$ cat config.mk
export PLATFORM = sky130hd
export DESIGN_NAME = kernel_send_sched_flat
export DESIGN_NICKNAME = d
export VERILOG_FILES = /design/src/rtl/kernel_send_sched_pkg.sv /design/src/rtl/kernel_send_sched_if.sv /design/src/rtl/kernel_desc_fifo.sv /design/src/rtl/kernel_send_sched.sv /design/src/flat_wrapper.sv
export SDC_FILE = /design/constraint.sdc
export NUM_CORES = 1
export LEC_CHECK = 0
export ABC_AREA = 1
export CORE_UTILIZATION = 56
export DETAILED_ROUTE_END_ITERATION = 8
export GPL_ROUTABILITY_DRIVEN = 0
export GPL_TIMING_DRIVEN = 0
export HOLD_SLACK_MARGIN = 0.12
export PLACE_DENSITY = 0.77
export SYNTH_ARGS = -nofsm -noshare
export SYNTH_HDL_FRONTEND = slang
export SYNTH_SLANG_ARGS = --single-unit
$ cat constraint.sdc
create_clock -name aclk -period 4.8 [get_ports aclk]
set_input_delay 1.44 -clock aclk [delete_from_list [all_inputs] [get_ports aclk]]
set_output_delay 1.44 -clock aclk [all_outputs]
set_load 0.05 [all_outputs]
$ cat src/rtl/kernel_send_sched_pkg.sv
// Shared types and helpers for the send-path descriptor scheduler.
package kernel_send_sched_pkg;

    // Scheduler state encoding; also reported in the status word.
    typedef enum logic [1:0] {
        IDLE  = 2'd0,
        CALC  = 2'd1,
        ISSUE = 2'd2,
        WAIT  = 2'd3
    } state_t;

    // Status word layout.
    localparam int STAT_COUNT_LSB = 0;
    localparam int STAT_COUNT_W   = 8;
    localparam int STAT_STATE_LSB = 8;
    localparam int STAT_STATE_W   = 3;
    localparam int STAT_IRQ_BIT   = 11;
    localparam int STAT_ERR_LSB   = 12;
    localparam int STAT_ERR_W     = 4;
    localparam int STAT_DONE_LSB  = 16;
    localparam int STAT_DONE_W    = 16;

    // Width used for chunk arithmetic; callers zero-extend into it and
    // truncate the result back to their own pointer width.
    localparam int CALC_W = 64;

    // Largest chunk that starts at ptr without crossing a max_chunk-aligned
    // boundary, limited by the bytes remaining. max_chunk is a power of two.
    function automatic logic [CALC_W-1:0] chunk_size(
        input logic [CALC_W-1:0] ptr,
        input logic [CALC_W-1:0] rem,
        input logic [CALC_W-1:0] max_chunk
    );
        logic [CALC_W-1:0] room;
        room = max_chunk - (ptr & (max_chunk - CALC_W'(1)));
        return (rem < room) ? rem : room;
    endfunction

endpackage

$ cat src/rtl/kernel_send_sched_if.sv
// Host request and engine chunk signals of the send scheduler.
//
// Request side: a request transfers on a rising edge where req_valid and
// req_ready are both high; req_ptr/req_len must be stable while req_valid is
// high. Engine side: eng_start is a one-cycle pulse, eng_ptr/eng_len hold from
// eng_start until the matching one-cycle eng_done pulse.
interface kernel_send_sched_if #(
    parameter int LEN_WIDTH = 32
);
    logic                 req_valid;
    logic                 req_ready;
    logic [LEN_WIDTH-1:0] req_ptr;
    logic [LEN_WIDTH-1:0] req_len;
    logic                 eng_start;
    logic [LEN_WIDTH-1:0] eng_ptr;
    logic [LEN_WIDTH-1:0] eng_len;
    logic                 eng_done;

    // Host/engine side.
    modport master (
        output req_valid, req_ptr, req_len, eng_done,
        input  req_ready, eng_start, eng_ptr, eng_len
    );

    // Scheduler side.
    modport slave (
        input  req_valid, req_ptr, req_len, eng_done,
        output req_ready, eng_start, eng_ptr, eng_len
    );
endinterface

$ cat src/rtl/kernel_desc_fifo.sv
// Synchronous descriptor FIFO with a one-cycle flush.
module kernel_desc_fifo #(
    parameter int WIDTH = 64,
    parameter int DEPTH = 4,
    parameter int CNT_W = $clog2(DEPTH) + 1
) (
    input  logic             aclk,
    input  logic             aresetn,
    input  logic             push,
    input  logic [WIDTH-1:0] din,
    input  logic             pop,
    output logic [WIDTH-1:0] dout,
    input  logic             flush,
    output logic             full,
    output logic             empty,
    output logic [CNT_W-1:0] count
);
    localparam int AW = $clog2(DEPTH);

    logic [WIDTH-1:0] mem [DEPTH];
    logic [AW-1:0]    wr_ptr;
    logic [AW-1:0]    rd_ptr;
    logic             do_push;
    logic             do_pop;

    assign full    = (count == CNT_W'(DEPTH));
    assign empty   = (count == '0);
    assign do_push = push & ~full;
    assign do_pop  = pop & ~empty;
    assign dout    = mem[rd_ptr];

    // Storage write; a flush in the same cycle discards the entry anyway.
    always_ff @(posedge aclk) begin
        if (do_push && !flush) mem[wr_ptr] <= din;
    end

    // Pointers and occupancy; flush wins over push and pop.
    always_ff @(posedge aclk or negedge aresetn) begin
        if (!aresetn) begin
            wr_ptr <= '0;
            rd_ptr <= '0;
            count  <= '0;
        end else if (flush) begin
            wr_ptr <= '0;
            rd_ptr <= '0;
            count  <= '0;
        end else begin
            if (do_push) wr_ptr <= wr_ptr + AW'(1);
            if (do_pop)  rd_ptr <= rd_ptr + AW'(1);
            count <= count + CNT_W'(do_push) - CNT_W'(do_pop);
        end
    end
endmodule

$ cat src/rtl/kernel_send_sched.sv
// Send-path scheduler: queues host requests, splits them into boundary-safe
// chunks and hands them one at a time to the send DMA engine.
module kernel_send_sched
    import kernel_send_sched_pkg::*;
#(
    parameter int QDEPTH    = 4,
    parameter int MAX_CHUNK = 4096,
    parameter int LEN_WIDTH = 32
) (
    input  logic                    aclk,
    input  logic                    aresetn,
    kernel_send_sched_if.slave      bus,
    input  logic                    flush,
    input  logic                    irq_ack,
    output logic                    done_irq,
    output logic [31:0]             stat
);
    localparam int CNT_W = $clog2(QDEPTH) + 1;

    state_t                 state;
    logic [LEN_WIDTH-1:0]   cur_ptr;
    logic [LEN_WIDTH-1:0]   rem;
    logic [LEN_WIDTH-1:0]   chunk;
    logic [LEN_WIDTH-1:0]   eng_ptr_q;
    logic [LEN_WIDTH-1:0]   eng_len_q;
    logic                   eng_start_q;
    logic                   flush_pend;
    logic                   pend_eff;
    logic [3:0]             err_cnt;
    logic [15:0]            done_cnt;

    logic                   fifo_full;
    logic                   fifo_empty;
    logic [CNT_W-1:0]       fifo_count;
    logic [2*LEN_WIDTH-1:0] fifo_dout;
    logic                   accept;
    logic                   fifo_push;
    logic                   fifo_pop;
    logic                   zero_req;
    logic                   desc_done;

    assign bus.req_ready = ~fifo_full;
    assign bus.eng_start = eng_start_q;
    assign bus.eng_ptr   = eng_ptr_q;
    assign bus.eng_len   = eng_len_q;

    assign accept    = bus.req_valid & ~fifo_full;
    assign fifo_push = accept & (bus.req_len != '0);
    assign zero_req  = accept & (bus.req_len == '0);
    // No pop while a flush is clearing the queue.
    assign fifo_pop  = (state == IDLE) & ~fifo_empty & ~flush;
    // A flush arriving together with eng_done counts as already pending.
    assign pend_eff  = flush_pend | flush;
    assign desc_done = (state == WAIT) & bus.eng_done & (rem == '0) & ~pend_eff;

    assign chunk = LEN_WIDTH'(chunk_size(CALC_W'(cur_ptr), CALC_W'(rem),
                                         CALC_W'(MAX_CHUNK)));

    kernel_desc_fifo #(
        .WIDTH (2*LEN_WIDTH),
        .DEPTH (QDEPTH)
    ) u_fifo (
        .aclk    (aclk),
        .aresetn (aresetn),
        .push    (fifo_push),
        .din     ({bus.req_ptr, bus.req_len}),
        .pop     (fifo_pop),
        .dout    (fifo_dout),
        .flush   (flush),
        .full    (fifo_full),
        .empty   (fifo_empty),
        .count   (fifo_count)
    );

    // Descriptor state machine: pop, size a chunk, pulse start, await done.
    always_ff @(posedge aclk or negedge aresetn) begin
        if (!aresetn) begin
            state       <= IDLE;
            cur_ptr     <= '0;
            rem         <= '0;
            eng_ptr_q   <= '0;
            eng_len_q   <= '0;
            eng_start_q <= 1'b0;
            flush_pend  <= 1'b0;
        end else begin
            eng_start_q <= 1'b0;
            case (state)
                IDLE: begin
                    flush_pend <= 1'b0;
                    if (fifo_pop) begin
                        cur_ptr <= fifo_dout[2*LEN_WIDTH-1:LEN_WIDTH];
                        rem     <= fifo_dout[LEN_WIDTH-1:0];
                        state   <= CALC;
                    end
                end
                CALC: begin
                    if (flush) flush_pend <= 1'b1;
                    eng_ptr_q   <= cur_ptr;
                    eng_len_q   <= chunk;
                    eng_start_q <= 1'b1;
                    state       <= ISSUE;
                end
                ISSUE: begin
                    if (flush) flush_pend <= 1'b1;
                    cur_ptr <= cur_ptr + eng_len_q;
                    rem     <= rem - eng_len_q;
                    state   <= WAIT;
                end
                WAIT: begin
                    if (flush) flush_pend <= 1'b1;
                    if (bus.eng_done) begin
                        if (rem != '0 && !pend_eff) begin
                            state <= CALC;
                        end else begin
                            state      <= IDLE;
                            flush_pend <= 1'b0;
                        end
                    end
                end
                default: state <= IDLE;
            endcase
        end
    end

    // Completion interrupt and counters; a completion beats a same-cycle ack.
    always_ff @(posedge aclk or negedge aresetn) begin
        if (!aresetn) begin
            done_irq <= 1'b0;
            done_cnt <= '0;
            err_cnt  <= '0;
        end else begin
            if (zero_req && err_cnt != 4'hF) err_cnt <= err_cnt + 4'd1;
            if (desc_done) begin
                done_irq <= 1'b1;
                done_cnt <= done_cnt + 16'd1;
            end else if (irq_ack) begin
                done_irq <= 1'b0;
            end
        end
    end

    // Status word assembly.
    always_comb begin
        stat = '0;
        stat[STAT_COUNT_LSB +: STAT_COUNT_W] = STAT_COUNT_W'(fifo_count);
        stat[STAT_STATE_LSB +: STAT_STATE_W] = STAT_STATE_W'(state);
        stat[STAT_IRQ_BIT]                   = done_irq;
        stat[STAT_ERR_LSB +: STAT_ERR_W]     = err_cnt;
        stat[STAT_DONE_LSB +: STAT_DONE_W]   = done_cnt;
    end
endmodule

$ cat src/flat_wrapper.sv
// flat-port wrapper written by rule: the top's interface ports become plain ports
module kernel_send_sched_flat import kernel_send_sched_pkg::*;
#(
    parameter int QDEPTH    = 4,
    parameter int MAX_CHUNK = 4096,
    parameter int LEN_WIDTH = 32
)
  (aclk, aresetn, flush, irq_ack, done_irq, stat, bus_req_valid, bus_req_ptr, bus_req_len, bus_eng_done, bus_req_ready, bus_eng_start, bus_eng_ptr, bus_eng_len);
  kernel_send_sched_if #(.LEN_WIDTH(LEN_WIDTH)) bus_i ();
  input  logic aclk;
  input  logic aresetn;
  input  logic flush;
  input  logic irq_ack;
  output logic done_irq;
  output logic [31:0] stat;
  input wire logic [$bits(bus_i.req_valid)-1:0] bus_req_valid;
  input wire logic [$bits(bus_i.req_ptr)-1:0] bus_req_ptr;
  input wire logic [$bits(bus_i.req_len)-1:0] bus_req_len;
  input wire logic [$bits(bus_i.eng_done)-1:0] bus_eng_done;
  output wire logic [$bits(bus_i.req_ready)-1:0] bus_req_ready;
  output wire logic [$bits(bus_i.eng_start)-1:0] bus_eng_start;
  output wire logic [$bits(bus_i.eng_ptr)-1:0] bus_eng_ptr;
  output wire logic [$bits(bus_i.eng_len)-1:0] bus_eng_len;
  assign bus_i.req_valid = bus_req_valid;
  assign bus_i.req_ptr = bus_req_ptr;
  assign bus_i.req_len = bus_req_len;
  assign bus_i.eng_done = bus_eng_done;
  assign bus_req_ready = bus_i.req_ready;
  assign bus_eng_start = bus_i.eng_start;
  assign bus_eng_ptr = bus_i.eng_ptr;
  assign bus_eng_len = bus_i.eng_len;
  kernel_send_sched #(.QDEPTH(QDEPTH), .MAX_CHUNK(MAX_CHUNK), .LEN_WIDTH(LEN_WIDTH)) u_core (.aclk(aclk), .aresetn(aresetn), .bus(bus_i), .flush(flush), .irq_ack(irq_ack), .done_irq(done_irq), .stat(stat));
endmodule
After elaboration in Yosys (flattened, before gate mapping)
Memory sizes are Yosys's and may differ from the RTL's.
Index checks and enable logic that the tools add are counted.
{"block": "word_totals", "regBits": 160, "ram_bits": 256, "input_bits": 70, "memories": 1}
{"block": "classes", "add_sub_neg": 9, "order_cmp": 1, "n_eq_ne": 7, "mux": 23, "bitwise": 15, "n_reduce_logical": 18}
{"memory": "u_core.u_fifo.mem", "words": 4, "width": 64, "rd": 1, "rd_clocked_by_memory_dff": 0, "write_ports": 1, "line": "kernel_desc_fifo.sv:20", "text": "logic [WIDTH-1:0] mem [DEPTH];"}
{"cell": "32-bit one-hot mux with 2 select lines", "n": 2}
{"cell": "32-bit two-way mux", "n": 3}
{"cell": "32-bit zero test", "n": 2}
{"cell": "32-bit by 64-bit less-than comparator with 1-bit output", "n": 1}
{"cell": "32-bit nonzero test", "n": 2}
{"cell": "32-bit adder", "n": 1}
{"cell": "32-bit subtractor", "n": 1}
{"cell": "16-bit by 1-bit adder with 16-bit output, second input constant", "n": 1}
{"cell": "13-bit by 12-bit subtractor with 14-bit output, first input constant", "n": 1}
{"cell": "2-bit two-way mux", "n": 6}
{"cell": "1-bit bitwise AND", "n": 10}
{"cell": "1-bit two-way mux", "n": 9}
{"cell": "2-bit one-hot mux with 4 select lines", "n": 1}
{"cell": "2-bit nonzero test", "n": 4}
{"cell": "2-bit by 1-bit adder with 2-bit output, second input constant", "n": 2}
{"cell": "4-bit by 1-bit adder with 4-bit output, second input constant", "n": 1}
{"cell": "2-bit equality test, second input constant", "n": 2}
{"cell": "2-bit != test, second input constant", "n": 2}
{"cell": "4-bit != test, second input constant", "n": 1}
{"cell": "1-bit inverter", "n": 4}
{"cell": "2-bit AND reduction", "n": 2}
{"cell": "3-bit by 1-bit adder with 3-bit output", "n": 1}
{"cell": "3-bit equality test, second input constant", "n": 1}
{"cell": "1-bit logical AND", "n": 3}
{"cell": "other kinds (9)", "n": 10}

Depth between registers and ports, before layout
{"block": "depth", "ltp_word": 8, "depth_mapped": 18, "depth_no_buf": 17}

By module
A second synthesis with hierarchy kept.
{"block": "unflattened", "hier_cells": 2689, "hier_area_um2": 22546.6}
{"mod": "kernel_send_sched", "instances": 1, "cells_each": 2007, "area_each_um2": 12504.5, "seq_area_each_um2": 3828.7}
{"mod": "kernel_desc_fifo", "instances": 1, "cells_each": 682, "area_each_um2": 10042.1, "seq_area_each_um2": 7862.5}

Worst setup path before layout
Ideal clock, no wire load.
{"block": "synth_timing", "path_kind": "input-to-reg", "from": "input bus_req_len[7]", "to": "memory u_core.u_fifo.mem[0][0], enable pin", "setup_time_ns": 0.486, "arrival_time_ns": 4.694, "path_slack_ns": -0.381, "path_stages": 8, "path_buffers": 0, "cell_sequence": "nor2_1 nand2_1 nor2_1 nand4_1 inv_1 nor2_1 nand2_1 nor2_1"}
{"block": "synth_via", "elab_chain_len": 6}
{"item": "start: declaration", "line": "flat_wrapper.sv:18", "text": "input wire logic [$bits(bus_i.req_len)-1:0] bus_req_len;"}
{"item": "32-bit nonzero test", "line": "kernel_send_sched.sv:48", "text": "assign fifo_push = accept & (bus.req_len != '0);"}
{"item": "1-bit bitwise AND", "line": "kernel_send_sched.sv:48"}
{"item": "1-bit bitwise AND", "line": "kernel_desc_fifo.sv:28", "text": "assign do_push = push & ~full;"}
{"item": "1-bit logical AND", "line": "kernel_desc_fifo.sv:34", "text": "if (do_push && !flush) mem[wr_ptr] <= din;"}
{"item": "1-bit two-way mux", "line": "kernel_desc_fifo.sv:34"}
{"item": "1-bit two-way mux (implied by the code)", "line": "kernel_desc_fifo.sv:34"}
{"item": "end: declaration", "line": "kernel_desc_fifo.sv:20"}
Every way passes these cells.

Final worst setup path
{"block": "layout_timing", "from": "input bus_req_len[2]", "to": "memory u_core.u_fifo.mem[2][4], enable pin"}
The elaborated chain is that of the path after synthesis.

==> run_summary.xml <==
<?xml version="1.0" encoding="UTF-8"?>
<metrics>
  <group name="power_and_ir_drop">
    <metric name="pwr_density_cell" unit="nW/um^2">636</metric>
    <metric name="leakage" unit="nW">12.0</metric>
    <metric name="sequential_share_of_power" unit="%">29.9</metric>
    <metric name="power_frac_clock" unit="%">19.8</metric>
    <metric name="internal_power" unit="mW">8.84</metric>
    <metric name="vdd_drop_max" unit="uV">367</metric>
    <metric name="fraction_of_power_consumed_by_combinational_cells" unit="%">50.3</metric>
    <metric name="power_switching_share" unit="%">46.8</metric>
    <metric name="total_switching_power" unit="mW">7.79</metric>
  </group>
  <group name="clock_network">
    <metric name="numCtsBuffers" unit="">45</metric>
    <metric name="post_cts.repair.setup_buffers" unit="">0</metric>
    <metric name="cts-hold-fix-buffers" unit="">0</metric>
    <metric name="clock_tree.htree_level_count" unit="">2</metric>
    <metric name="clkTransAtPathRegs" unit="ns">0.06</metric>
    <metric name="ctsRootBufferMaster" unit="">sky130_fd_sc_hd__clkbuf_16</metric>
    <metric name="clk-insertion-delay-late" unit="ns">0.60</metric>
    <metric name="cts_resized" unit="">0</metric>
    <metric name="cts_buffer_depth" unit="">3</metric>
    <metric name="cts_num_sinks" unit="">416</metric>
    <metric name="tritoncts_clock_tree" unit="">yes</metric>
  </group>
  <group name="placed_design">
    <metric name="dpl_worst_slack" unit="ns">0.0112</metric>
    <metric name="port_buffers" unit="">162</metric>
    <metric name="detailed_place_hpwl" unit="um">47500</metric>
  </group>
  <group name="floorplan">
    <metric name="floorplan.die_area" unit="um^2">40500</metric>
    <metric name="rows" unit="">72</metric>
    <metric name="design.portCount" unit="">169</metric>
    <metric name="die_h" unit="um">201</metric>
    <metric name="initial_standard_cell_utilization_of_the_core" unit="%">57.2</metric>
    <metric name="die_w" unit="um">201</metric>
    <metric name="design.core.area" unit="um^2">38900</metric>
  </group>
  <group name="setup_path">
    <metric name="cp_data_arrival_time" unit="ns">4.44</metric>
    <metric name="setup.worst_path.end_class" unit="">flop</metric>
    <metric name="critPathKind" unit="">in -&gt; reg</metric>
    <metric name="cp_data_required_time" unit="ns">5.09</metric>
    <metric name="cp-start-kind" unit="">input port</metric>
    <metric name="worst-path-max-fanout" unit="">25</metric>
  </group>
  <group name="synthesis">
    <metric name="synthesis.instances" unit="">2624</metric>
    <metric name="synthesis.yosys.warnings" unit="">0</metric>
    <metric name="synthesis.area_per_instance" unit="um^2">8.48</metric>
    <metric name="yosys.cell_types.count" unit="">45</metric>
    <metric name="number_of_enable_flip_flop_cells_after_synthesis" unit="">256</metric>
    <metric name="synth-seq-area-share" unit="%">52.6</metric>
    <metric name="post_synth_instance_area" unit="um^2">22200</metric>
    <metric name="fraction_of_registers_with_async_set_or_reset_after_synthesis" unit="%">38.5</metric>
    <metric name="postSynthRegisterBits" unit="">416</metric>
    <metric name="yosys_most_used_dff" unit="">sky130_fd_sc_hd__edfxtp_1</metric>
  </group>
  <group name="sta">
    <metric name="slew_violations" unit="">0</metric>
    <metric name="fin_skew" unit="ns">0.0348</metric>
    <metric name="tns" unit="ns">0</metric>
    <metric name="final_hold_viol_count" unit="">0</metric>
    <metric name="slew-limit-headroom" unit="%">35.3</metric>
    <metric name="clock.fmax" unit="MHz">241</metric>
    <metric name="setup_slack" unit="ns">0.649</metric>
    <metric name="timing.final.crit_period" unit="ns">4.15</metric>
    <metric name="grt_setup_unrepaired" unit="">false</metric>
    <metric name="final_cycle_utilization_of_the_critical_path" unit="%">86.5</metric>
    <metric name="hold_slack" unit="ns">0.465</metric>
    <metric name="tightestPinTransition" unit="ns">0.970</metric>
    <metric name="setup_violations" unit="">0</metric>
  </group>
  <group name="detailed_routing">
    <metric name="route.detailed.wl_per_inst" unit="um">18.9</metric>
    <metric name="route.vias.total" unit="">19200</metric>
    <metric name="post-route-drc-count" unit="">0</metric>
    <metric name="first_iter_violations" unit="">2240</metric>
    <metric name="via_per_inst" unit="">5.64</metric>
    <metric name="total_iterations_of_the_first_detailed_routing_run" unit="">8</metric>
    <metric name="drt_wl_total" unit="um">64200</metric>
    <metric name="drtAntennaViolNets" unit="">0</metric>
  </group>
  <group name="outcome">
    <metric name="result_of_the_run" unit="">complete, no violations</metric>
  </group>
  <group name="final_layout">
    <metric name="area.growth.synth_to_final" unit="%">17.6</metric>
    <metric name="layout.cells.most_common" unit="">sky130_fd_sc_hd__nand2_1</metric>
    <metric name="fill_count" unit="">3118</metric>
    <metric name="antenna_cells" unit="">0</metric>
    <metric name="finish.net_count" unit="">3008</metric>
    <metric name="drive_above_1_share" unit="%">5.52</metric>
    <metric name="highest_count_cells_in_the_layout_ignoring_fill_and_taps" unit="">sky130_fd_sc_hd__nand2_1, sky130_fd_sc_hd__inv_1, sky130_fd_sc_hd__nor2_1</metric>
    <metric name="final_core_util" unit="%">67.2</metric>
  </group>
  <group name="global_route">
    <metric name="grt_first_pass_wirelength" unit="um">99100</metric>
    <metric name="antenna_found_initial" unit="">0</metric>
    <metric name="grt.total_usage" unit="%">31.8</metric>
    <metric name="grt_ovf" unit="">0</metric>
    <metric name="number_of_global_route_vias_before_repair" unit="">18300</metric>
    <metric name="pin_count_of_the_biggest_net_entering_global_routing" unit="">104</metric>
  </group>
  <group name="worst_hold_path">
    <metric name="timing.hold.worst.class" unit="">reg -&gt; reg</metric>
  </group>
  <group name="job">
    <metric name="drv_cap" unit="">0</metric>
  </group>
</metrics>
final timing paths:
check                                       startpoint                 endpoint  slack [ns]  depth (start not counted)
worst min register to register  u_core.bus.eng_ptr[31]   u_core.bus.eng_ptr[31]        0.46                          2
worst max register to register       u_core.cur_ptr[1]   u_core.bus.eng_len[12]        1.52                         16
worst max-delay path                    bus_req_len[2]  u_core.u_fifo.mem[2][4]        0.65                         11
worst min-delay path            u_core.bus.eng_ptr[31]   u_core.bus.eng_ptr[31]        0.46                          2
max in group asynchronous                      aresetn        u_core.err_cnt[1]        3.15                          2
min in group asynchronous                      aresetn       u_core.cur_ptr[31]        0.79                          1
registers in the layout, summed over array words and instances, names as in the netlist, 3 cells and up:
register             flops
u_core.done_cnt         16
u_core.u_fifo.mem      256
u_core.u_fifo.count      3
u_core.bus.eng_ptr      32
u_core.rem              32
u_core.cur_ptr          32
u_core.bus.eng_len      32
u_core.err_cnt           4
power by group through the flow:
stage          registers, mW  logic [mW]  clock network [mW]
2_1_floorplan           5.52        4.90                   0
3_3_place_gp            5.02        7.90                   0
3_5_place_dp            5.02        8.12                   0
4_1_cts                 4.95        8.18                3.32
5_1_grt                 5.03        9.14                3.45
6_report                4.98        8.36                3.29
worst max-delay path, cell delays in order:
cell,delay (ns)
sky130_fd_sc_hd__clkdlybuf4s50_1,0.60
sky130_fd_sc_hd__nor2_1,0.07
sky130_fd_sc_hd__nand2_1,0.09
sky130_fd_sc_hd__nor2_1,0.11
sky130_fd_sc_hd__nand4_1,0.23
sky130_fd_sc_hd__inv_1,0.12
sky130_fd_sc_hd__nor2_1,0.22
sky130_fd_sc_hd__nand2_1,0.30
sky130_fd_sc_hd__nor2_4,0.77
sky130_fd_sc_hd__buf_16,0.25
sky130_fd_sc_hd__buf_12,0.20
metrics by stage:
step | instances | area [um^2] | power [mW]
2_1_floorplan | 2629 | 22300 | 10.4
3_3_place_gp | 3309 | 24500 | 12.9
3_5_place_dp | 3318 | 24800 | 13.1
4_1_cts | 3399 | 26200 | 16.5
5_1_grt | 3399 | 26200 | 17.6
6_report | 3399 | 26200 | 16.6
metal layers:
layer	vias to the layer above	wire, um	GRT usage, %
met5	-	0	0
met4	0	2360	13.2
met2	995	29600	50.8
met1	9029	26000	43.2
met3	168	6320	5.20
li1	8980	-	-
cell type report:
class / instances / area [um^2] / share of cell area [%]
flip-flops and latches: 416 / 11700 / 44.7
multi-input cells: 1768 / 8820 / 33.7
repair buffers: 171 / 1830 / 6.99
inverters: 352 / 1320 / 5.05
clock buffers: 53 / 1180 / 4.50
well taps: 518 / 648 / 2.48
plain buffers: 93 / 458 / 1.75
clock inverters: 28 / 214 / 0.818
kinds of logic (layout without fill, tap and decap cells):
kind of cell	count (synthesis)	after routing	synth area share, %
XOR/XNOR	48	48	1.89
flip-flops	416	416	52.6
other	1	6	0.0169
adder cells (fa/ha/maj)	91	91	5.22
AO/OA/AOI/OAI	344	344	8.92
AND/OR/NAND/NOR	1279	1279	23.4
buffers and inverters	445	697	8.00
synth_stat cells, types with 30 or more instances:
cell type                  instances  share of area, %
sky130_fd_sc_hd__a21oi_1         108               2.4
sky130_fd_sc_hd__clkbuf_1         46              0.78
sky130_fd_sc_hd__dfrtp_1         160                18
sky130_fd_sc_hd__edfxtp_1        256                35
sky130_fd_sc_hd__ha_1             88               5.0
sky130_fd_sc_hd__inv_1           350               5.9
sky130_fd_sc_hd__nand2_1         785                13
sky130_fd_sc_hd__nand3_1         154               3.5
sky130_fd_sc_hd__nor2_1          271               4.6
sky130_fd_sc_hd__o21ai_0         127               2.9
sky130_fd_sc_hd__o22ai_1          30              0.84
sky130_fd_sc_hd__xor2_1           33               1.3
(Power assumes the default switching activity.)
